`src/rtl/serial_link_tx_scheduler.sv`:
```
// serial_link_tx_scheduler
//   Credit-based TX scheduler for one serial link channel. Requesters
//   0..3 (AW, W, AR, R) are arbitrated round-robin onto the single send
//   path. Each data packet consumes one peer credit. Locally freed RX
//   credits ride on every packet. When enough returns have accumulated and
//   no data can go, a credit-only (TagIdle) packet is sent.
//
// Ports
//   clk_i, rst_i        clock, async active-high reset
//   req_valid_i/ready_o requester handshake (ready is one-hot, only in the
//                       cycle the link accepts a data packet)
//   send_*              packet toward the link layer (valid/ready handshake)
//   credits_in_*        credits returned by the peer
//   rx_consumed_i       local RX FIFO popped one entry
//   credits_avail_o     current TX credit count
//
// state        | meaning
// LinkSendIdle | arbitrate; a chosen packet is offered in the same cycle
// LinkSendBusy | offered packet stalled by the link; held until accepted
module serial_link_tx_scheduler #(
  parameter int NumCredits     = 8,
  parameter int NumReq         = 4,
  parameter int CreditForceThr = 3,
  localparam int CW   = $clog2(NumCredits) + 1,
  localparam int SelW = $clog2(NumReq)
) (
  input  logic              clk_i,
  input  logic              rst_i,
  input  logic [NumReq-1:0] req_valid_i,
  output logic [NumReq-1:0] req_ready_o,
  output logic              send_valid_o,
  input  logic              send_ready_i,
  output logic [3:0]        send_tag_o,
  output logic [SelW-1:0]   send_sel_o,
  output logic [CW-1:0]     send_credits_o,
  input  logic              credits_in_valid_i,
  input  logic [CW-1:0]     credits_in_i,
  input  logic              rx_consumed_i,
  output logic [CW-1:0]     credits_avail_o
);

  typedef enum logic [3:0] {
    TagIdle = 4'd0,
    TagAW   = 4'd1,
    TagW    = 4'd2,
    TagAR   = 4'd3,
    TagR    = 4'd4
  } tag_e;

  typedef enum logic {
    LinkSendIdle = 1'b0,
    LinkSendBusy = 1'b1
  } link_state_e;

  localparam logic [CW:0] MaxCredits = (CW+1)'(NumCredits);
  localparam logic [CW:0] ForceThr   = (CW+1)'(CreditForceThr);

  link_state_e     state_q, state_d;
  logic [CW-1:0]   credits_q, credits_d;
  logic [CW-1:0]   pending_q, pending_d;
  logic [SelW-1:0] rr_ptr_q, rr_ptr_d;
  logic [SelW-1:0] busy_sel_q, busy_sel_d;
  logic            busy_data_q, busy_data_d;

  logic            pick_found;
  logic [SelW-1:0] pick_idx;
  logic [SelW-1:0] scan_idx;
  logic            cur_valid;
  logic            cur_data;
  logic [SelW-1:0] cur_sel;
  logic            hs;
  logic            data_hs;
  logic [CW:0]     credits_sum;
  logic            credit_overflow;
  logic [CW:0]     pending_sum;

  // Round-robin scan starting at rr_ptr_q; index wraps through the SelW-bit
  // adder, which relies on NumReq being a power of two.
  always_comb begin
    pick_found = 1'b0;
    pick_idx   = '0;
    scan_idx   = '0;
    for (int k = 0; k < NumReq; k++) begin
      scan_idx = rr_ptr_q + SelW'(k);
      if (!pick_found && req_valid_i[scan_idx]) begin
        pick_found = 1'b1;
        pick_idx   = scan_idx;
      end
    end
  end

  always_comb begin
    state_d     = state_q;
    busy_sel_d  = busy_sel_q;
    busy_data_d = busy_data_q;
    cur_valid   = 1'b0;
    cur_data    = 1'b0;
    cur_sel     = '0;

    if (!rst_i) begin
      unique case (state_q)
        LinkSendIdle: begin
          if (credits_q != '0 && pick_found) begin
            cur_valid = 1'b1;
            cur_data  = 1'b1;
            cur_sel   = pick_idx;
          end else if ({1'b0, pending_q} >= ForceThr) begin
            // Credit-only packet: allowed with zero TX credits so the peer
            // can always get its slots back.
            cur_valid = 1'b1;
          end
          if (cur_valid && !send_ready_i) begin
            state_d     = LinkSendBusy;
            busy_sel_d  = cur_sel;
            busy_data_d = cur_data;
          end
        end
        LinkSendBusy: begin
          cur_valid = 1'b1;
          cur_data  = busy_data_q;
          cur_sel   = busy_sel_q;
          if (send_ready_i) state_d = LinkSendIdle;
        end
        default: state_d = LinkSendIdle;
      endcase
    end

    hs      = cur_valid && send_ready_i;
    data_hs = hs && cur_data;

    rr_ptr_d = data_hs ? cur_sel + SelW'(1) : rr_ptr_q;

    credits_sum = {1'b0, credits_q} - {{CW{1'b0}}, data_hs}
                + (credits_in_valid_i ? {1'b0, credits_in_i} : '0);
    credit_overflow = credits_sum > MaxCredits;
    credits_d = credit_overflow ? MaxCredits[CW-1:0] : credits_sum[CW-1:0];

    // Pending returns ship with this packet; a same-cycle pop starts the
    // next batch at one.
    pending_sum = (hs ? '0 : {1'b0, pending_q}) + {{CW{1'b0}}, rx_consumed_i};
    pending_d   = (pending_sum > MaxCredits) ? MaxCredits[CW-1:0] : pending_sum[CW-1:0];
  end

  always_ff @(posedge clk_i or posedge rst_i) begin
    if (rst_i) begin
      state_q     <= LinkSendIdle;
      credits_q   <= MaxCredits[CW-1:0];
      pending_q   <= '0;
      rr_ptr_q    <= '0;
      busy_sel_q  <= '0;
      busy_data_q <= 1'b0;
    end else begin
      state_q     <= state_d;
      credits_q   <= credits_d;
      pending_q   <= pending_d;
      rr_ptr_q    <= rr_ptr_d;
      busy_sel_q  <= busy_sel_d;
      busy_data_q <= busy_data_d;
    end
  end

  // Peer returning more credits than it has slots is a protocol error; the
  // counter is clamped so the channel keeps running.
  always_ff @(posedge clk_i) begin
    if (!rst_i) begin
      assert (!credit_overflow)
        else $warning("protocol: peer credit return exceeds slot count, clamped");
    end
  end

  always_comb begin
    req_ready_o = '0;
    if (data_hs) req_ready_o[cur_sel] = 1'b1;
  end

  assign send_valid_o    = cur_valid;
  assign send_sel_o      = cur_sel;
  assign send_tag_o      = (cur_valid && cur_data) ? 4'(TagAW) + 4'(cur_sel) : 4'(TagIdle);
  assign send_credits_o  = cur_valid ? pending_q : '0;
  assign credits_avail_o = credits_q;

endmodule

```
`config.mk`:
```
export PLATFORM = sky130hd
export DESIGN_NAME = serial_link_tx_scheduler
export DESIGN_NICKNAME = d
export VERILOG_FILES = /design/src/rtl/serial_link_tx_scheduler.sv
export SDC_FILE = /design/constraint.sdc
export NUM_CORES = 1
export LEC_CHECK = 0
export BUFFER_PORTS_ARGS = -buffer_cell sky130_fd_sc_hd__buf_2
export CORE_MARGIN = 5
export CORE_UTILIZATION = 56
export DETAILED_ROUTE_END_ITERATION = 7
export PLACE_DENSITY_LB_ADDON = 0.05
export RECOVER_POWER = 25
export SLEW_MARGIN = 0
export SYNTH_ARGS = -nofsm -noshare
export SYNTH_HDL_FRONTEND = slang
export SYNTH_SLANG_ARGS = --single-unit
export TNS_END_PERCENT = 100
```
`constraint.sdc`:
```
create_clock -name clk_i -period 6.72 [get_ports clk_i]
set_clock_uncertainty 0.2 [all_clocks]
set_input_delay 0.336 -clock clk_i [delete_from_list [all_inputs] [get_ports clk_i]]
set_output_delay 0.336 -clock clk_i [all_outputs]
set_load 0.01 [all_outputs]
```
### Yosys cells after proc, flatten, opt, wreduce, memory -nomap -nowiden

Cells that the tools add are included.

| cells by class | value |
|---|---|
| add/subtract/negate cells | 8 |
| magnitude comparators | 9 |
| multiplexer cells | 40 |
| bitwise gates (word level) | 2 |
| reductions and logical operators | 15 |

Operator list:

| operator | number |
|---|---|
| 4-bit 2-to-1 mux | 6 |
| 1-bit 2-to-1 mux | 18 |
| 2-bit by 3-bit less-than comparator with 1-bit output, second input constant | 5 |
| 2-bit 2-to-1 mux | 6 |
| 5-bit by 4-bit greater-than comparator with 1-bit output, second input constant | 2 |
| 1-bit logical AND | 9 |
| 1-bit binary-select mux with 2-bit select | 4 |
| 1-bit case mux with 2 select lines | 3 |
| 4-bit by 1-bit adder with 5-bit output | 1 |
| 5-bit by 4-bit adder with 5-bit output | 1 |
| 4-bit by 1-bit subtractor with 5-bit output | 1 |
| 2-bit by 1-bit adder with 2-bit output, second input constant | 2 |
| 2-bit adder, second input constant | 2 |
| 4-bit by 2-bit greater-or-equal comparator with 1-bit output, second input constant | 1 |
| 1-bit zero test | 4 |
| 2-bit case mux with 2 select lines | 1 |
| 4-bit nonzero test | 1 |
| 1-bit by 2-bit adder with 3-bit output, first input constant | 1 |
| 3-bit 2-to-1 mux | 1 |
| 3-bit AND reduction | 1 |
| 1-bit demux with 2-bit select | 1 |
| 2-bit by 1-bit greater-or-equal comparator with 1-bit output, second input constant | 1 |
| 1-bit NOT | 2 |

| storage, ports and cells | value |
|---|---|
| bits in registers | 14 |
| input port bits | 13 |
| output and inout port bits | 19 |
| logic and storage cells | 80 |

### Depth between registers and ports, before layout

| depth | value |
|---|---|
| depth after elaboration | 24 |
| gate-level depth with buffers | 13 |
| gate-level depth less buffers | 12 |

### Least setup slack after synthesis

OpenSTA, ideal clock, no wires.

| timing | value |
|---|---|
| path type | reg2reg |
| start | register credits_q[1] (netlist: credits_avail_o[1]) |
| end | register credits_q[0] (netlist: credits_avail_o[0]) |
| library setup time | 150 ps |
| arrival | 2647 ps |
| required time | 6370 ps |
| path slack | 3722 ps |
| stages on the path, launching flop included | 12 |
| buffers on the path | 0 |
| period minus slack after synthesis | 2998 ps |
| path through | dfrtp_1 -> nor4_2 -> o31ai_1 -> and2_1 -> ha_1 -> inv_1 -> ha_1 -> inv_1 -> fa_1 -> and4_1 -> o21ai_0 -> a21boi_0 |

| between the ends | value |
|---|---|
| longest elaborated chain between the ends | 13 |
| elaborated cells between the ends (all ways) | 16 |
| those cells by class | 2 x add/sub; 1 x order compare; 9 x mux; 4 x reduce/logical |

Ends and longest elaborated chain:

| element | RTL line | text |
|---|---|---|
| start, declared | 59 | `logic [CW-1:0] credits_q, credits_d;` |
| start signal, assigned | 147 | `credits_q <= MaxCredits[CW-1:0];` |
| start signal, assigned | 154 | `credits_q <= credits_d;` |
| 4-bit nonzero test * | 103 | `if (credits_q != '0 && pick_found) begin` |
| 1-bit logical AND * | 103 |  |
| 1-bit 2-to-1 mux | 103 |  |
| 1-bit 2-to-1 mux | 101 | `unique case (state_q)` |
| 1-bit 2-to-1 mux | 100 | `if (!rst_i) begin` |
| 1-bit case mux with 2 select lines | 101 |  |
| 1-bit 2-to-1 mux | 100 |  |
| 1-bit logical AND | 128 | `hs = cur_valid && send_ready_i;` |
| 1-bit logical AND * | 129 | `data_hs = hs && cur_data;` |
| net data_hs | 72 | `logic data_hs;` |
| 4-bit by 1-bit subtractor with 5-bit output * | 133 | `credits_sum = {1'b0, credits_q} - {{CW{1'b0}}, data_hs}` |
| 5-bit by 4-bit adder with 5-bit output * | 134 | `+ (credits_in_valid_i ? {1'b0, credits_in_i} : '0);` |
| 5-bit by 4-bit greater-than comparator with 1-bit output | 135 | `credit_overflow = credits_sum > MaxCredits;` |
| 4-bit 2-to-1 mux * | 136 | `credits_d = credit_overflow ? MaxCredits[CW-1:0] : credits_sum[CW-1:0];` |
| net credits_d[0] | 59 |  |

Mark *: on every way through the listed nets, which the timed path passes. The rest lies on a longest branch. The select of a mux whose other input is x is not followed.
A chain may end at the register's enable or synchronous reset.

### Final worst setup path

| timing | value |
|---|---|
| start | register credits_q[3] (netlist: credits_avail_o[3]) |
| end | register credits_q[0] (netlist: credits_avail_o[0]) |

Same word-level chain as after synthesis.

==> results.ini <==
[clock_tree]
clock_path_buffers=2
worstSkewPairLatency_ns=0.28
cts_setup_buffers=0
cts_buffers=3
cts_hold_buf=0
cts_resized=0
path_clk_slew_ns=0.08
ctsHtreeMaxLevel=1
cts_tree=yes
clock_sinks=14
root_buffer=clkbuf_4

[finish]
drive_gt1_frac=0.231
fillers=180
finalNetCount=198
diodes=0
area.growth.synth_to_final_pct=16.6

[worst_setup_path]
arrival_ns=3.29
path_cells=nor4_2 > o31ai_1 > and2_1 > ha_1 > inv_1 > ha_1 > inv_1 > fa_1 > and4_1 > o21ai_0 > a21boi_0
reg2regPathDepth=11
crit_cells=11
endpoint_kind=register
regToRegStartpoint=credits_avail_o[3]$_DFF_PP1_
critPathTopFamily=compound AO/OA/AOI/OAI gates
start_kind=register
slowest_delay_ns=0.56
cp-startpoint=credits_avail_o[3]$_DFF_PP1_
critPathKind=reg -> reg
crit_end=credits_avail_o[0]$_DFF_PP0_
path_buf_inv=2
cp.required_ns=6.64
r2r_slack_ns=3.35
worstPathMaxFanout=6
crit_path_top_delay_cell=dfstp_2
worstReg2RegEnd=credits_avail_o[0]$_DFF_PP0_

[synthesis]
synth_nets=167
ys_warn_count=0
synth_area_leader_cell=dfrtp_1
synth-seq-cells=14
yosys-top-cells-area=dfrtp_1 (27%), ha_1 (15%), inv_1 (5.3%), a21oi_1 (4.2%), and2_1 (4.2%)
syn_area_per_cell_um2=8.66
synthMostInstantiatedCell=inv_1
synth_edf_count=0
synthCells=139
synth_flop_cell=dfrtp_1
ys_top_cells_by_count=inv_1 (17), ha_1 (14), dfrtp_1 (13)
async_flop_share=1.00
yosysSeqAreaShare=0.292
synth_top_area_frac=0.270
netlist_area_mm2=0.00120
ys_types=48

[routing]
drcViolationCount=0
dr_wl_met3_um=155
routedLengthMet1_um=1090
wl_met2_um=1290
dr_total_vias=1120
wire_per_inst_um=13.0
wirelength_um=2550
top_layer=met4
drtIter0Drc=30
ant_nets=0
vias_per_cell=5.71
dr.pass1.iters=4

[timing]
worst_slew_pin_slew_ns=0.650
fmax_ghz=0.297
tns_ns=0
relSlewSlack=0.566
fin_crit_ns=3.37
rsz0062_at_grt=false
min_period_over_period=0.502
slew_viol_final=0
setup_viol=0
hold_violations=0

[global_route]
grt_pass1_vias=1049
grt_pass1_wl_um=4330
grt_use_total=0.161
grt_max_degree=22
overflow=0
antenna_found_initial=0

[die]
num_io_pins=32
std_cell_rows=16
core-area_mm2=0.00200
die_h_um=56.4
initial_core_util=0.601
die_area_mm2=0.00318
die_x_um=56.4

[placed_design]
gp_congestion=0.816
dp_hpwl_um=2100
numPortBuffers=30

[power]
p_leak_nw=0.741
vdd_ir_drop_max_mv=0.234
power.density_mw_per_mm2=348
power_mw=0.489

[worst_hold_path]
hold_class=in -> async

[run]
max_cap_violations=0

[run_status]
outcome=finished clean

[metrics by stage]
step	std cells	utilization	hold WS (ns)	cell area (um2)	setup WS [ns]
after floorplan	139	-	0.257	1200	3.72
after global placement	192	0.684	0.272	1370	3.50
after detailed placement	192	0.684	0.275	1370	3.35
after CTS	196	0.702	0.0346	1410	3.33
after global routing	196	0.701	0.173	1400	3.14
final	196	0.701	0.103	1400	3.35
[worst min path at each step]
stage                              startpoint  slack [ns]  cells after the start                   endpoint
floorplan           busy_sel_q[1]$_DFFE_PP0P_        0.26                      1  busy_sel_q[1]$_DFFE_PP0P_
global placement    busy_sel_q[1]$_DFFE_PP0P_        0.27                      1  busy_sel_q[1]$_DFFE_PP0P_
detailed placement  busy_sel_q[1]$_DFFE_PP0P_        0.27                      1  busy_sel_q[1]$_DFFE_PP0P_
CTS                                     rst_i        0.03                      2     pending_q[2]$_DFF_PP0_
global route                     send_ready_i        0.17                      3  busy_sel_q[1]$_DFFE_PP0P_
finish                                  rst_i        0.10                      2     pending_q[2]$_DFF_PP0_
[cell usage in the layout (no fill, tap or decap), types with 2 or more instances in the layout]
cell type	instances
o31a_1	2
nand3_1	2
nor4_2	2
and3_1	7
o21ai_0	4
buf_2	29
and2_1	8
a21oi_1	10
nor2_1	6
o31ai_1	2
nand2_1	11
ha_1	14
clkbuf_4	3
dfrtp_1	13
nor3_1	3
nor2b_1	4
inv_1	17
[layout make-up]
type	count	area (um2)	share of cell area
Clock buffer	4	36.3	0.0258
Inverter	17	63.8	0.0455
Timing Repair Buffer	30	149	0.106
Tap cell	27	33.8	0.0241
Sequential cell	14	352	0.250
Multi-Input combinational cell	104	769	0.548
[worst register-to-register path, stage by stage (launching register included)]
cell and delay (ns):
dfstp_2 0.56, nor4_2 0.06, o31ai_1 0.51, and2_1 0.29, ha_1 0.25, inv_1 0.06, ha_1 0.16, inv_1 0.05
fa_1 0.41, and4_1 0.21, o21ai_0 0.30, a21boi_0 0.17
[logic make-up (layout without fill, tap and decap cells)]
family	after synthesis	count (layout)	share of synthesized area
simple gates	53	53	0.259
compound gates	31	31	0.178
buf+inv	21	51	0.0686
fa+ha+maj	15	15	0.162
flops	14	14	0.292
mux	3	3	0.0301
other cells	1	1	0.00312
xor+xnor	1	1	0.00728
[state kept, by name, summed over array words and instances (netlist names)]
signal and flops:
state_q 1, pending_q 4, busy_data_q 1, credits_avail_o 4
rr_ptr_q 2, busy_sel_q 2
[power by group]
part / switching (mW) / total (mW) / internal (mW)
sequential: 0.0354 / 0.156 / 0.121
combinational: 0.151 / 0.274 / 0.124
clock: 0.0252 / 0.0582 / 0.0330
total: 0.211 / 0.489 / 0.277
[routing by layer]
| metal | up-vias | track usage |
|---|---|---|
| li1 | 561 | - |
| met1 | 515 | 0.203 |
| met2 | 42 | 0.284 |
| met3 | 2 | 0.0321 |
| met4 | 0 | 0.0339 |
| met5 | - | 0 |
Power figures use the tool's default switching activity.
